<file path="src/rtl/cpu_pkg.sv">
// Shared fetch definitions: opcode width, halt opcode, FSM encoding
// and the IF/ID bundle layout.
package cpu_pkg;

  localparam int OP_W = 4;

  localparam logic [OP_W-1:0] HALT_OP = 4'hF;

  localparam logic [0:0] ST_RUN  = 1'b0;
  localparam logic [0:0] ST_HALT = 1'b1;

  typedef struct packed {
    logic        valid;
    logic [15:0] instr;
    logic [15:0] pc;
  } if_id_t;

endpackage

</file>
<file path="src/rtl/pc_reg.sv">
// Program counter: reset load, aligned/wrapped redirect, wrapped +2.
// Ports: clk, rst_n, load+target (redirect), advance, pc (byte address).
module pc_reg #(
  parameter logic [15:0] RESET_PC  = 16'h0000,
  parameter int          MEM_WORDS = 64
) (
  input  logic        clk,
  input  logic        rst_n,
  input  logic        load,
  input  logic [15:0] target,
  input  logic        advance,
  output logic [15:0] pc
);

  localparam int unsigned SPAN = 2 * MEM_WORDS;
  localparam logic [15:0] LAST = 16'(SPAN - 2);

  logic [15:0] aligned;
  logic [15:0] wrapped;
  logic [15:0] inc;

  assign aligned = target & 16'hFFFE;
  assign wrapped = 16'({16'h0000, aligned} % SPAN);
  // last word wraps back to address 0
  assign inc     = (pc >= LAST) ? 16'h0000 : pc + 16'd2;

  always_ff @(posedge clk or negedge rst_n) begin
    if (!rst_n) begin
      pc <= RESET_PC;
    end else if (load) begin
      pc <= wrapped;
    end else if (advance) begin
      pc <= inc;
    end
  end

endmodule

</file>
<file path="src/rtl/instruction_fetch.sv">
// Fetch stage: RUN/HALT FSM, IF/ID register and saturating fetch counter.
// Ports: clk, rst_n, imem_addr/imem_instr, stall, redirect, redirect_pc,
// resume, if_id_valid/instr/pc, halted, fetch_count.
module instruction_fetch #(
  parameter logic [15:0]                RESET_PC  = 16'h0000,
  parameter int                         MEM_WORDS = 64,
  parameter logic [cpu_pkg::OP_W-1:0]   HALT_OP   = cpu_pkg::HALT_OP
) (
  input  logic        clk,
  input  logic        rst_n,
  output logic [15:0] imem_addr,
  input  logic [15:0] imem_instr,
  input  logic        stall,
  input  logic        redirect,
  input  logic [15:0] redirect_pc,
  input  logic        resume,
  output logic        if_id_valid,
  output logic [15:0] if_id_instr,
  output logic [15:0] if_id_pc,
  output logic        halted,
  output logic [15:0] fetch_count
);

  import cpu_pkg::*;

  logic [0:0] state;
  if_id_t     if_id;
  logic [15:0] pc;
  logic       go;
  logic       run;
  logic       is_halt;
  logic       advance;

  assign run     = (state == ST_RUN);
  assign go      = !redirect && !stall;
  assign is_halt = (imem_instr[OP_W-1:0] == HALT_OP);
  assign advance = go && (run ? !is_halt : resume);

  pc_reg #(
    .RESET_PC  (RESET_PC),
    .MEM_WORDS (MEM_WORDS)
  ) u_pc (
    .clk     (clk),
    .rst_n   (rst_n),
    .load    (redirect),
    .target  (redirect_pc),
    .advance (advance),
    .pc      (pc)
  );

  always_ff @(posedge clk or negedge rst_n) begin
    if (!rst_n) begin
      state       <= ST_RUN;
      if_id       <= '0;
      fetch_count <= 16'h0000;
    end else if (redirect) begin
      state       <= ST_RUN;
      if_id.valid <= 1'b0;
    end else if (!stall) begin
      if (run) begin
        if_id <= '{valid: 1'b1, instr: imem_instr, pc: pc};
        if (fetch_count != 16'hFFFF) begin
          fetch_count <= fetch_count + 16'd1;
        end
        if (is_halt) begin
          state <= ST_HALT;
        end
      end else begin
        if_id.valid <= 1'b0;
        if (resume) begin
          state <= ST_RUN;
        end
      end
    end
  end

  assign imem_addr   = pc;
  assign if_id_valid = if_id.valid;
  assign if_id_instr = if_id.instr;
  assign if_id_pc    = if_id.pc;
  assign halted      = (state == ST_HALT);

endmodule
</file>
<file path="config.mk">
export PLATFORM = sky130hd
export DESIGN_NAME = instruction_fetch
export DESIGN_NICKNAME = d
export VERILOG_FILES = /design/src/rtl/cpu_pkg.sv /design/src/rtl/pc_reg.sv /design/src/rtl/instruction_fetch.sv
export SDC_FILE = /design/constraint.sdc
export NUM_CORES = 1
export LEC_CHECK = 0
export ABC_AREA = 1
export CORE_MARGIN = 10
export CORE_UTILIZATION = 45
export CTS_CLUSTER_DIAMETER = 120
export DETAILED_ROUTE_END_ITERATION = 12
export PLACE_DENSITY = 0.8
export SETUP_SLACK_MARGIN = 0.3
export SYNTH_ARGS = -nofsm -noshare
export SYNTH_HDL_FRONTEND = slang
export SYNTH_SLANG_ARGS = --single-unit
</file>
<file path="constraint.sdc">
create_clock -name clk -period 2.13 [get_ports clk]
set_input_delay 0.639 -clock clk [delete_from_list [all_inputs] [get_ports clk]]
set_output_delay 0.639 -clock clk [all_outputs]
set_load 0.005 [all_outputs]
</file>
After elaboration in Yosys (flattened, before gate mapping)
Cells that the tools add are included.
Cells by class
  add/subtract/negate cells: 2
  order comparisons: 1
  equal/unequal tests: 3
  mux-type cells: 13
  bitwise operators: 3
  reductions and logical operators: 8
Operators with widths (count)
  16-bit 2-to-1 mux: 3
  33-bit 2-to-1 mux: 1
  32-bit 2-to-1 mux: 1
  16-bit by 1-bit adder with 16-bit output, second input constant: 1
  16-bit by 2-bit adder with 16-bit output, second input constant: 1
  16-bit by 7-bit >= comparator with 1-bit output, second input constant: 1
  16-bit inequality test, second input constant: 1
  1-bit 2-to-1 mux: 8
  4-bit == test, second input constant: 1
  4-bit AND reduction: 1
  1-bit zero test: 3
  1-bit inverter: 3
  3-bit AND reduction: 1
  1-bit logical AND: 2
  2-bit by 1-bit inequality test with 1-bit output, second input constant: 1
  2-bit nonzero test: 1
Storage, ports and cells
  register bits after elaboration: 66
  bits of input ports: 37
  output and inout bits: 66
  word-level logic and storage cells: 36

Logic depth before layout (Yosys ltp)
Gate-level depths: netlist (run 1).
  word-level depth: 6
  gate-level depth with buffers: 10
  depth with buffers taken out: 9

Hierarchy
Synthesis (run 1) repeated with hierarchy kept, for this count alone.
Unflattened totals
  cells, all modules: 382
  area total of the unflattened synthesis: 3081.7 um2
By module, submodules not included
  instruction_fetch: times used 1, cells an instance 292, area each 2301.0 um2, seq. area each 1251.2 um2
  pc_reg: times used 1, cells an instance 90, area each 780.7 um2, seq. area each 375.4 um2

Least setup slack after synthesis (run 1)
No wires, ideal clock.
  kind: input to register
  start point: input redirect
  end point: register u_pc.pc[7]
  library setup time: 0.117 ns
  arrival time: 1.471 ns
  data required time: 2.013 ns
  path slack: 0.542 ns
  cell stages on the path: 8
  buffers on the path: 2
  cells stage by stage: buf_4 > nor2_2 > inv_1 > nand2_2 > inv_1 > buf_2 > nand3_1 > nand2_1
On the way
  cells in the longest elaborated chain, start to end: 4
  elaborated cells between the ends (all ways): 5
  those cells by class: mux: 1; reduce/logical: 4
Ends and longest elaborated chain
  from (decl): RTL line instruction_fetch.sv:14  | input logic redirect,
  1-bit zero test: RTL line instruction_fetch.sv:35  | assign go = !redirect && !stall;
  1-bit logical AND: RTL line instruction_fetch.sv:35
  1-bit logical AND: RTL line instruction_fetch.sv:37  | assign advance = go && (run ? !is_halt : resume);
  2-bit nonzero test (no line)
  to (signal assigned): RTL line pc_reg.sv:31  | pc <= wrapped;
  to (signal assigned): RTL line pc_reg.sv:33  | pc <= inc;
  to (decl): RTL line pc_reg.sv:12  | output logic [15:0] pc
Several ways; a longest one is shown, not always the timed one.
A chain may end at the register's enable or synchronous reset.

Worst setup path in the final report (run 1)
  start point: register fetch_count[0]
  end point: register fetch_count[9]
On the way
  cells in the longest elaborated chain, start to end: 2
  elaborated cells between the ends (all ways): 3
  those cells by class: add/sub: 1; eq/ne: 1; reduce/logical: 1
Ends and longest elaborated chain
  from (decl): RTL line instruction_fetch.sv:21  | output logic [15:0] fetch_count
  from (signal assigned): RTL line instruction_fetch.sv:63  | fetch_count <= fetch_count + 16'd1;
  branches (longest 2 deep; another with 16-bit by 1-bit adder with 16-bit output)
Several ways; the timed one is not identified.

==> out/results.ini, run 1 <==
[synth]
synth_top_area_frac=0.5380
synth_top_cells_by_area=dfrtp_1, nand2_1, nor2_1
yosys_warnings=0
yosysTopAreaCell=dfrtp_1
ys_seq_area_frac=0.5380
synth-seq-cells=64
synthCells=373
syn-mean-instance-area_um2=7.980
synth_cell_types=28
netlist_area_mm2=0.002977

[finish]
n_fill_cell=521
diodes=0
drive_gt1_frac=0.1598
final_cells=590
nNetsFinal=547
syn_to_final_growth_pct=48.34

[placed_design]
gp_congestion=0.8466
dp_hpwl_um=6139
io_buffers=90
dp_slack_ps=80.15
dp_cells=545

[grt]
grt_pass1_vias=2989
grt_max_degree=34
grt_usage=0.1709
antenna_found_initial=0
grt_pass1_wl_um=14050
overflow=0

[critical_path]
crit_type=register to register
start_kind=register
reg2regPathDepth=10
worst_ep_required_time_ps=2380
endpoint_kind=register
crit_fanout=14
worstPathArrival_ps=1960

[power_and_ir_drop]
leakagePower_nw=2.395
pwr_density_cell_mw_per_mm2=785.4
ir_worst_vdd_mv=0.5430

[timing]
grt_setup_unrepaired=false
holdWs_ps=181.5
maxSlewViolCount=0
min_period_over_period=0.8000
worst_slack_ps=426.0
min_period_ps=1704
timing_hold_violations_final=0
finalSetupViolCount=0
fin_skew_ps=11.72
fmax_mhz=586.9
finalSetupTns_ps=0

[routing]
post_drt_wl_per_cell_um=14.45
vias=2888
ant_nets=0
drtIter0Drc=116
drcViolationCount=0
vias_per_cell=4.895
drt_wl_total_um=8528
drtPass1Iterations=4

[job]
drv_cap=0

[cts]
htree_levels=3
clk_pin_slew_ps=80
clk_path_buf_depth=2
cts.sinks=64
root_buffer=clkbuf_8
clk_latency_ps=360
cts_tree=done
cts_made_buffers=9

[min_path]
hp-class=primary input to async pin

[die]
fp.dieH_um=101.3
fp-row-count=29
core-area_mm2=0.006386
die_width_um=101.3
initial_core_util=0.4661
die-area_mm2=0.01027
pin_count=103

[outcome]
status=finished clean

==> per-layer routing <==
| layer | routed length [um] | track usage | vias up |
|---|---|---|---|
| met4 | 231 | 0.08682 | 0 |
| met1 | 3266 | 0.1812 | 1341 |
| met3 | 868 | 0.07012 | 20 |
| met2 | 4161 | 0.2866 | 102 |
| met5 | 0 | 0 | - |
| li1 | - | - | 1425 |
==> cell families (layout without fill, tap and decap cells) <==
kind of cell,count (synthesis),in the layout,synth area share
compound gates,31,31,0.05675
xor+xnor,9,9,0.02648
fa+ha+maj,2,2,0.008406
buf+inv,42,181,0.06095
flops,64,64,0.5380
other cells,1,2,0.001260
simple gates,224,224,0.3081
==> layout by cell type (no fill, tap or decap), drive strengths merged <==
cell type	n
nand4	5
bufinv	2
o21ai	20
dlygate4sd2	63
xnor2	5
inv	32
a21oi	7
clkdlybuf4s50	25
conb	2
nor3	2
buf	46
clkbuf	9
nand3	14
dlymetal6s2s	1
nand3b	1
xor2	4
nor2	33
a21boi	4
clkinv	3
and2	1
dfrtp	64
nand2	168
ha	2
==> final cells by class <==
class / count / area, um^2 / area share
clock buffer: 9 / 123.9 / 0.02805
clock inverter: 7 / 103.9 / 0.02352
inverter: 30 / 112.6 / 0.02550
multi-input combinational: 268 / 1200 / 0.2717
sequential: 64 / 1609 / 0.3644
tap: 77 / 96.34 / 0.02182
timing repair buffer: 135 / 1170 / 0.2649
==> cells in the mapped netlist <==
| cell | count |
|---|---|
| a21boi_0 | 4 |
| a21oi_1 | 6 |
| a21oi_2 | 1 |
| and2_1 | 1 |
| buf_2 | 4 |
| buf_4 | 3 |
| buf_6 | 1 |
| clkbuf_1 | 4 |
| conb_1 | 1 |
| dfrtp_1 | 64 |
| ha_1 | 2 |
| inv_1 | 27 |
| inv_2 | 3 |
| nand2_1 | 164 |
| nand2_2 | 3 |
| nand2_4 | 1 |
| nand3_1 | 13 |
| nand3_2 | 1 |
| nand3b_1 | 1 |
| nand4_1 | 5 |
| nor2_1 | 30 |
| nor2_2 | 2 |
| nor2_4 | 1 |
| nor3_1 | 1 |
| nor3_2 | 1 |
| o21ai_0 | 20 |
| xnor2_1 | 5 |
| xor2_1 | 4 |
==> worst paths after layout <==
| kind | from | to | slack (ps) |
|---|---|---|---|
| max | fetch_count[0]$_DFFE_PN0P_ | fetch_count[9]$_DFFE_PN0P_ | 430 |
| max in group asynchronous | rst_n | fetch_count[7]$_DFFE_PN0P_ | 1360 |
| min in group clk | if_id_valid$_DFFE_PN0P_ | if_id_valid$_DFFE_PN0P_ | 470 |
| max reg2reg | fetch_count[0]$_DFFE_PN0P_ | fetch_count[9]$_DFFE_PN0P_ | 430 |
| min reg2reg | if_id_valid$_DFFE_PN0P_ | if_id_valid$_DFFE_PN0P_ | 470 |
| min | rst_n | fetch_count[2]$_DFFE_PN0P_ | 180 |
==> report_power, final <==
part | internal, mW | total (mW) | switching (mW)
registers | 1.37 | 1.45 | 0.0843
logic | 0.412 | 0.814 | 0.401
clock network | 0.672 | 1.20 | 0.532
total | 2.45 | 3.47 | 1.02
==> stage by stage <==
step,area [um^2],power [mW],util
final,4415,3.468,0.6914
after global routing,4415,3.646,0.6914
after CTS,4410,3.489,0.6906
after detailed placement,4036,2.304,0.6321
after global placement,4036,2.278,0.6321
after floorplan,2980,1.799,-
==> worst max-delay path: stages (launching register included) <==
cell	delay, ps
dfrtp_2	360
buf_4	130
ha_2	240
inv_2	50
nor2_2	150
nand2_2	100
nor2_4	140
a21oi_2	70
buf_4	190
nand2_1	100
nand2_1	60
==> timing repair <==
action                     4_1_cts  5_1_grt
buffers inserted                29        0
setup endpoints to repair       64        7
gates resized for setup         69        2
hold buffers                     0        0
No activity file was read; power rests on OpenSTA's default activity.
==> run 2, diff against run 1 <==
- CORE_UTILIZATION: 45 -> 41
- PLACE_DENSITY: 0.8 -> 0.76
- clock period: 2.13 -> 1.5 ns (I/O delays scaled with it)
==> run 2 against run 1 <==
  * The flow now finishes with violations (setup timing)
  * Maximum frequency rose by 14%
  * Clock skew grew 2.4 ps
  * Register-to-register slack got worse by 430 ps
  * Sequential power increased by 43%
  * Die area increased by 7.8%
  * Global-route usage about the same
  * Utilization up 2.2 points
  * Design area increased by 15%
  * Worst setup slack worse by 430 ps
  * Via count is 9.9% higher
  * Total power rose by 57%
==> out/results.ini, run 2 (same netlist as run 1, synthesis figures left out) <==
[outcome]
status=finished, violations left
violations=setup timing

[cts]
hold_buffers=0
clk_pin_slew_ps=90
root_buffer=clkbuf_8
htree_levels=3
cts_made_buffers=9
clk_latency_ps=350
cts_tree=done
clk_path_buf_depth=2
cts.sinks=64

[critical_path]
startpoint=fetch_count[1]$_DFFE_PN0P_
worstPathArrival_ps=1730
slowest_stage=dfrtp_2
crit_fanout=5
path_buf_inv=3
endpoint_kind=register
path_cells=buf_6, ha_4, inv_2, nor2_4, nand2_4, nor2_4, a21oi_4, buf_6, nand2_2, nand2_1
rr_startpoint=fetch_count[1]$_DFFE_PN0P_
crit_family=simple AND/OR/NAND/NOR gates
cp.depth=10
crit_type=register to register
start_kind=register
reg2regPathDepth=10
max_stage_delay_ps=370
worst_ep_required_time_ps=1730

[die]
die-area_mm2=0.01107
die_width_um=105.2
fp-row-count=31
pin_count=103
core-area_mm2=0.007137
fp.dieH_um=105.2
initial_core_util=0.4171

[power_and_ir_drop]
clockPowerShare=0.318
p_sw_mw=1.694
pwr_density_cell_mw_per_mm2=1068
leakagePower_nw=2.667
ir_worst_vdd_mv=0.5830
power.internal_mw=3.743
p_seq_frac=0.381
switching_share=0.3115
combPwrFrac=0.300

[timing]
min_period_over_period=1.001
maxSlewViolCount=0
min_period_ps=1501
worst_slack_ps=-1.104
grt_setup_unrepaired=true
timing_hold_violations_final=0
finalSetupTns_ps=-1.104
fmax_mhz=666.2
fin_skew_ps=14.10
finalSetupViolCount=1

[finish]
syn_to_final_growth_pct=71.00
layout_common_cells=nand2_1, buf_2, dfrtp_1
drive_gt1_frac=0.5036
diodes=0
multi_input_area_mm2=0.001678
nNetsFinal=584
final_cell_area_mm2=0.005090
seq_area_mm2=0.001605
n_fill_cell=532
final_common_cell=nand2_1

[placed_design]
dpl_cell_area_mm2=0.004195
io_buffers=90
dp_hpwl_um=6077
gp_congestion=0.8326

[routing]
drtIter0Drc=141
post_drt_wl_per_cell_um=15.69
vias=3173
ant_nets=0
drt_wl_total_um=10180
vias_per_cell=4.889
drtPass1Iterations=5
drcViolationCount=0

[grt]
overflow=0
grt_pass1_vias=3148
grt_pass1_wl_um=15730
antenna_found_initial=0
grt_max_degree=65
grt_usage=0.1712

[min_path]
hp-class=primary input to async pin

[job]
drv_cap=0

run 2: cell types whose count changed in the layout (fill, tap and decap cells not counted), sizes merged:
cell	delta
dlygate4sd2	-57
clkinvlp	+1
dlymetal6s2s	-1
clkbuf	+2
buf	+99
clkdlybuf4s50	-7
nand2	+1
inv	-2
clkinv	+1
run 2: area by class of cell:
| class | instances | share of cell area |
|---|---|---|
| clock buffer | 10 | 0.02704 |
| clock inverter | 6 | 0.01770 |
| inverter | 30 | 0.02704 |
| multi-input combinational | 269 | 0.3296 |
| sequential | 64 | 0.3154 |
| tap | 99 | 0.02434 |
| timing repair buffer | 170 | 0.2557 |
| timing repair inverter | 1 | 0.003196 |
run 2: repair_timing:
| action | 4_1_cts | 5_1_grt |
|---|---|---|
| cloned | 2 | 1 |
| setup endpoints to repair | 128 | 127 |
| resized for setup | 321 | 120 |
| pin swaps | 29 | 35 |
| setup buffers | 38 | 14 |
run 2: power by group through the flow:
stage / Clock [mW] / Combinational, mW / Sequential (mW)
after floorplan: 0 / 0.440 / 2.17
after global placement: 0 / 1.18 / 2.15
after detailed placement: 0 / 1.21 / 2.16
after CTS: 1.75 / 1.37 / 2.07
after global routing: 1.82 / 1.78 / 2.10
final: 1.73 / 1.63 / 2.07
run 2: stage by stage:
step           hold WS [ps]  instances  utilization  worst slack [ps]  power [mW]
6_report              100.4        649       0.7132            -1.104       5.437
3_3_place_gp          460.1        578       0.5878            -351.6       3.332
5_1_grt               116.1        649       0.7132            -89.50       5.701
4_1_cts               120.2        634       0.6441             51.22       5.186
3_5_place_dp          461.6        578       0.5878            -379.5       3.368
2_1_floorplan         154.4        374            -             108.1       2.605
run 2: final timing paths:
check / end / slack, ps
max in group asynchronous: fetch_count[1]$_DFFE_PN0P_ / 1100
worst max-delay path: fetch_count[11]$_DFFE_PN0P_ / -1
min in group clk: if_id_instr[1]$_DFFE_PN0P_ / 470
worst max register to register: fetch_count[11]$_DFFE_PN0P_ / -1
worst min register to register: if_id_valid$_DFFE_PN0P_ / 480
worst min-delay path: fetch_count[2]$_DFFE_PN0P_ / 100
run 2: worst register-to-register path: stages, from the launching register on:
cell and delay [ps]:
dfrtp_2 370, buf_6 100, ha_4 130, inv_2 40, nor2_4 100, nand2_4 80
nor2_4 200, a21oi_4 100, buf_6 160, nand2_2 50, nand2_1 50
run 2: metal layers:
layer	vias up	track usage	share of wire	wire length [um]
met4	0	0.07059	0.021	212
li1	1498	-	-	-
met1	1510	0.2043	0.40	4067
met3	26	0.04668	0.066	675
met2	139	0.2844	0.51	5225
met5	-	0	0	0
==> patch (config.mk and constraints of run 1) <==
The package constant `OP_W` goes from 4 to 6.
--- a/src/rtl/cpu_pkg.sv
+++ b/src/rtl/cpu_pkg.sv
@@ -2,7 +2,7 @@
 // and the IF/ID bundle layout.
 package cpu_pkg;
 
-  localparam int OP_W = 4;
+  localparam int OP_W = 6;
 
   localparam logic [OP_W-1:0] HALT_OP = 4'hF;
 
Check against the original RTL: not equivalent (a bounded check fails within 4 cycles, from zero or initial values and one cycle with rst_n low).
==> patch against run 1 <==
Design area up 0.45%; sequential cell count stayed put; synthesized area increased by 1.4%; maximum frequency decreased by 4.2%; die area increased by 1.1%; power up 4.8%; count of clock-buffer cells in the layout increased by 2; largest cell class unchanged; setup slack worse by 0.074 ns; synthesized cell count did not move; worst hold slack gained 0.12 ns; largest power group unchanged; first-iteration DRC count increased by 0.86%; combinational power is 17% higher; highest routed layer unchanged; routed wire length up 0.60%.
==> patch: results (changes against run 1) <==
| Metric | Value |
|---|---|
| Asr flop ratio synth | 1.00 (unchanged) |
| Clock Tree Buf Depth | 2 (unchanged) |
| Worst Reg-to-Reg Cells | 10 (unchanged) |
| Fill cell count | 490 (was 521) |
| Crit path DAT | 1.99 ns (was 1.96 ns) |
| Worst reg2reg endpoint | fetch_count[9] (unchanged) |
| Worst skew pair latency | 0.33 ns (was 0.36 ns) |
| RD Place Congestion | 0.833 (was 0.847) |
| Layout cells sized above 1 | 0.144 (was 0.160) |
| CP max-delay cell | clkdlybuf4s50_1 (was dfrtp_2) |
| Largest net degree at the start of global routing | 47 (was 34) |
| Initial antenna violation count | 0 (unchanged) |
| Sequential element share of the synthesized area | 0.530 (was 0.538) |
| Commonest cells in the synthesized netlist | 156 x nand2_1, 64 x dfrtp_1, 36 x nor2_1, 30 x inv_1, 18 x o21ai_0 (was 164 x nand2_1, 64 x dfrtp_1, 30 x nor2_1, 27 x inv_1, 20 x o21ai_0) |
| Synthesized-area fraction occupied by adder cells | 0.00829 (was 0.00841) |
| Synth Area in XOR/XNOR | 0.0377 (was 0.0265) |
| CP Max Fanout | 14 (unchanged) |
| Nets@finish | 540 (was 547) |
| Vias in the first global route | 2826 (was 2989) |
| Synth cell types | 27 (was 28) |
| Iteration-0 DRC count of the detailed router | 117 (was 116) |
| Cell taking the most area after synthesis | dfrtp_1 (unchanged) |
| Clock Skew | 0.00718 ns (was 0.0117 ns) |
| Hold Crit Class | in -> async (unchanged) |
| CTS H-tree lvls | 3 (unchanged) |
| Compound-Gate Fraction of Synth Area | 0.0501 (was 0.0567) |
| Top post-synthesis cells by area | dfrtp_1 53%, nand2_1 19%, nor2_1 4.5% (was dfrtp_1 54%, nand2_1 21%, nor2_1 3.8%) |
| Leakage | 2.45 nW (was 2.39 nW) |
| Dpl cell area | 4050 sq um (was 4040 sq um) |
| First-pass GRT wire length | 13500 um (was 14000 um) |
| Synthesis Warnings | 0 (unchanged) |
| Total CTS buffers | 9 (unchanged) |
| Status | complete, no violations (unchanged) |
| Clock-pin slew on the worst setup and hold paths | 0.07 ns |
| Final WL | 8580 um (was 8530 um) |
| Number of port buffers | 90 (unchanged) |
| Root buf cell | clkbuf_8 (unchanged) |
| Max VDD drop | 0.407 mV (was 0.543 mV) |
| DP HPWL | 6090 um (was 6140 um) |
| Max incr delay on CP | 0.47 ns (was 0.36 ns) |
| Total track usage | 0.164 (was 0.171) |
| Via-to-Cell Ratio | 4.83 (was 4.89) |
| Pre-Repair DR Iteration Count | 5 (was 4) |
==> patch: cell count changes in the layout (fill, tap and decap cells not counted), sizes merged, moves of 2 or more <==
cell | run 1 | this run
nand2 | 168 | 157
nor2 | 33 | 42
buf | 46 | 39
a21boi | 4 | 0
nand4 | 5 | 1
clkbuf | 9 | 11
nand3 | 14 | 16
o21ai | 20 | 22
xnor2 | 5 | 7
xor2 | 4 | 6
==> patch: logic make-up after synthesis <==
| group | count (synthesis) |
|---|---|
| adders and majority gates | 2 |
| xor gates and xnor gates | 13 |
| buffers and inverters | 45 |
| and+or+nand+nor | 220 |
| DFF | 64 |
| other | 1 |
| AOI/OAI and AO/OA | 28 |
==> patch: per-stage QoR <==
stage | worst slack [ns] | hold slack, ns | total power [mW] | std cells
after floorplan | 0.580 | 0.343 | 1.90 | 374
after CTS | 0.162 | 0.286 | 3.66 | 580
after detailed placement | 0.0112 | 0.458 | 2.46 | 539
after global routing | 0.302 | 0.305 | 3.82 | 583
after global placement | 0.0344 | 0.454 | 2.43 | 539
final | 0.352 | 0.298 | 3.63 | 583
==> patch: worst max-delay path by stage <==
stage,endpoint,depth (start not counted),from
after floorplan,fetch_count[9],7,redirect
after global placement,u_pc.pc[2],8,redirect
after detailed placement,u_pc.pc[2],8,redirect
after CTS,fetch_count[10],1,fetch_count[10]
after global routing,fetch_count[9],7,redirect
final,fetch_count[2],7,redirect
==> patch: worst max-delay path, delay by kind of cell <==
family	cells	cell delay [ns]
AOI/OAI and AO/OA	2	0.14
buffers and inverters	3	0.80
and+or+nand+nor	2	0.40
==> patch: final cells by class <==
type,instances,area (sq um),area share
flip-flops and latches,64,1610,0.362
clock buffers,11,151,0.0341
clock inverters,5,78.8,0.0178
inverters,33,124,0.0279
well taps,77,96.3,0.0217
multi-input cells,265,1220,0.275
repair buffers,128,1160,0.261
==> patch: where the power goes <==
group | internal (mW) | switching, mW
clock network | 0.721 | 0.473
registers | 1.39 | 0.101
logic | 0.476 | 0.476
==> patch: metal layers <==
metal	part of all wire	up-vias	global-route usage
met4	0.020	0	0.0618
met2	0.51	98	0.291
met3	0.084	19	0.0601
met5	0	-	0
li1	-	1395	-
met1	0.39	1305	0.177
==> patch: timing repair <==
item,in CTS,in global routing
setup endpoints to repair,64,8
pin swaps,0,1
hold endpoints to repair,0,0
buffers inserted,25,3
resized for setup,66,3
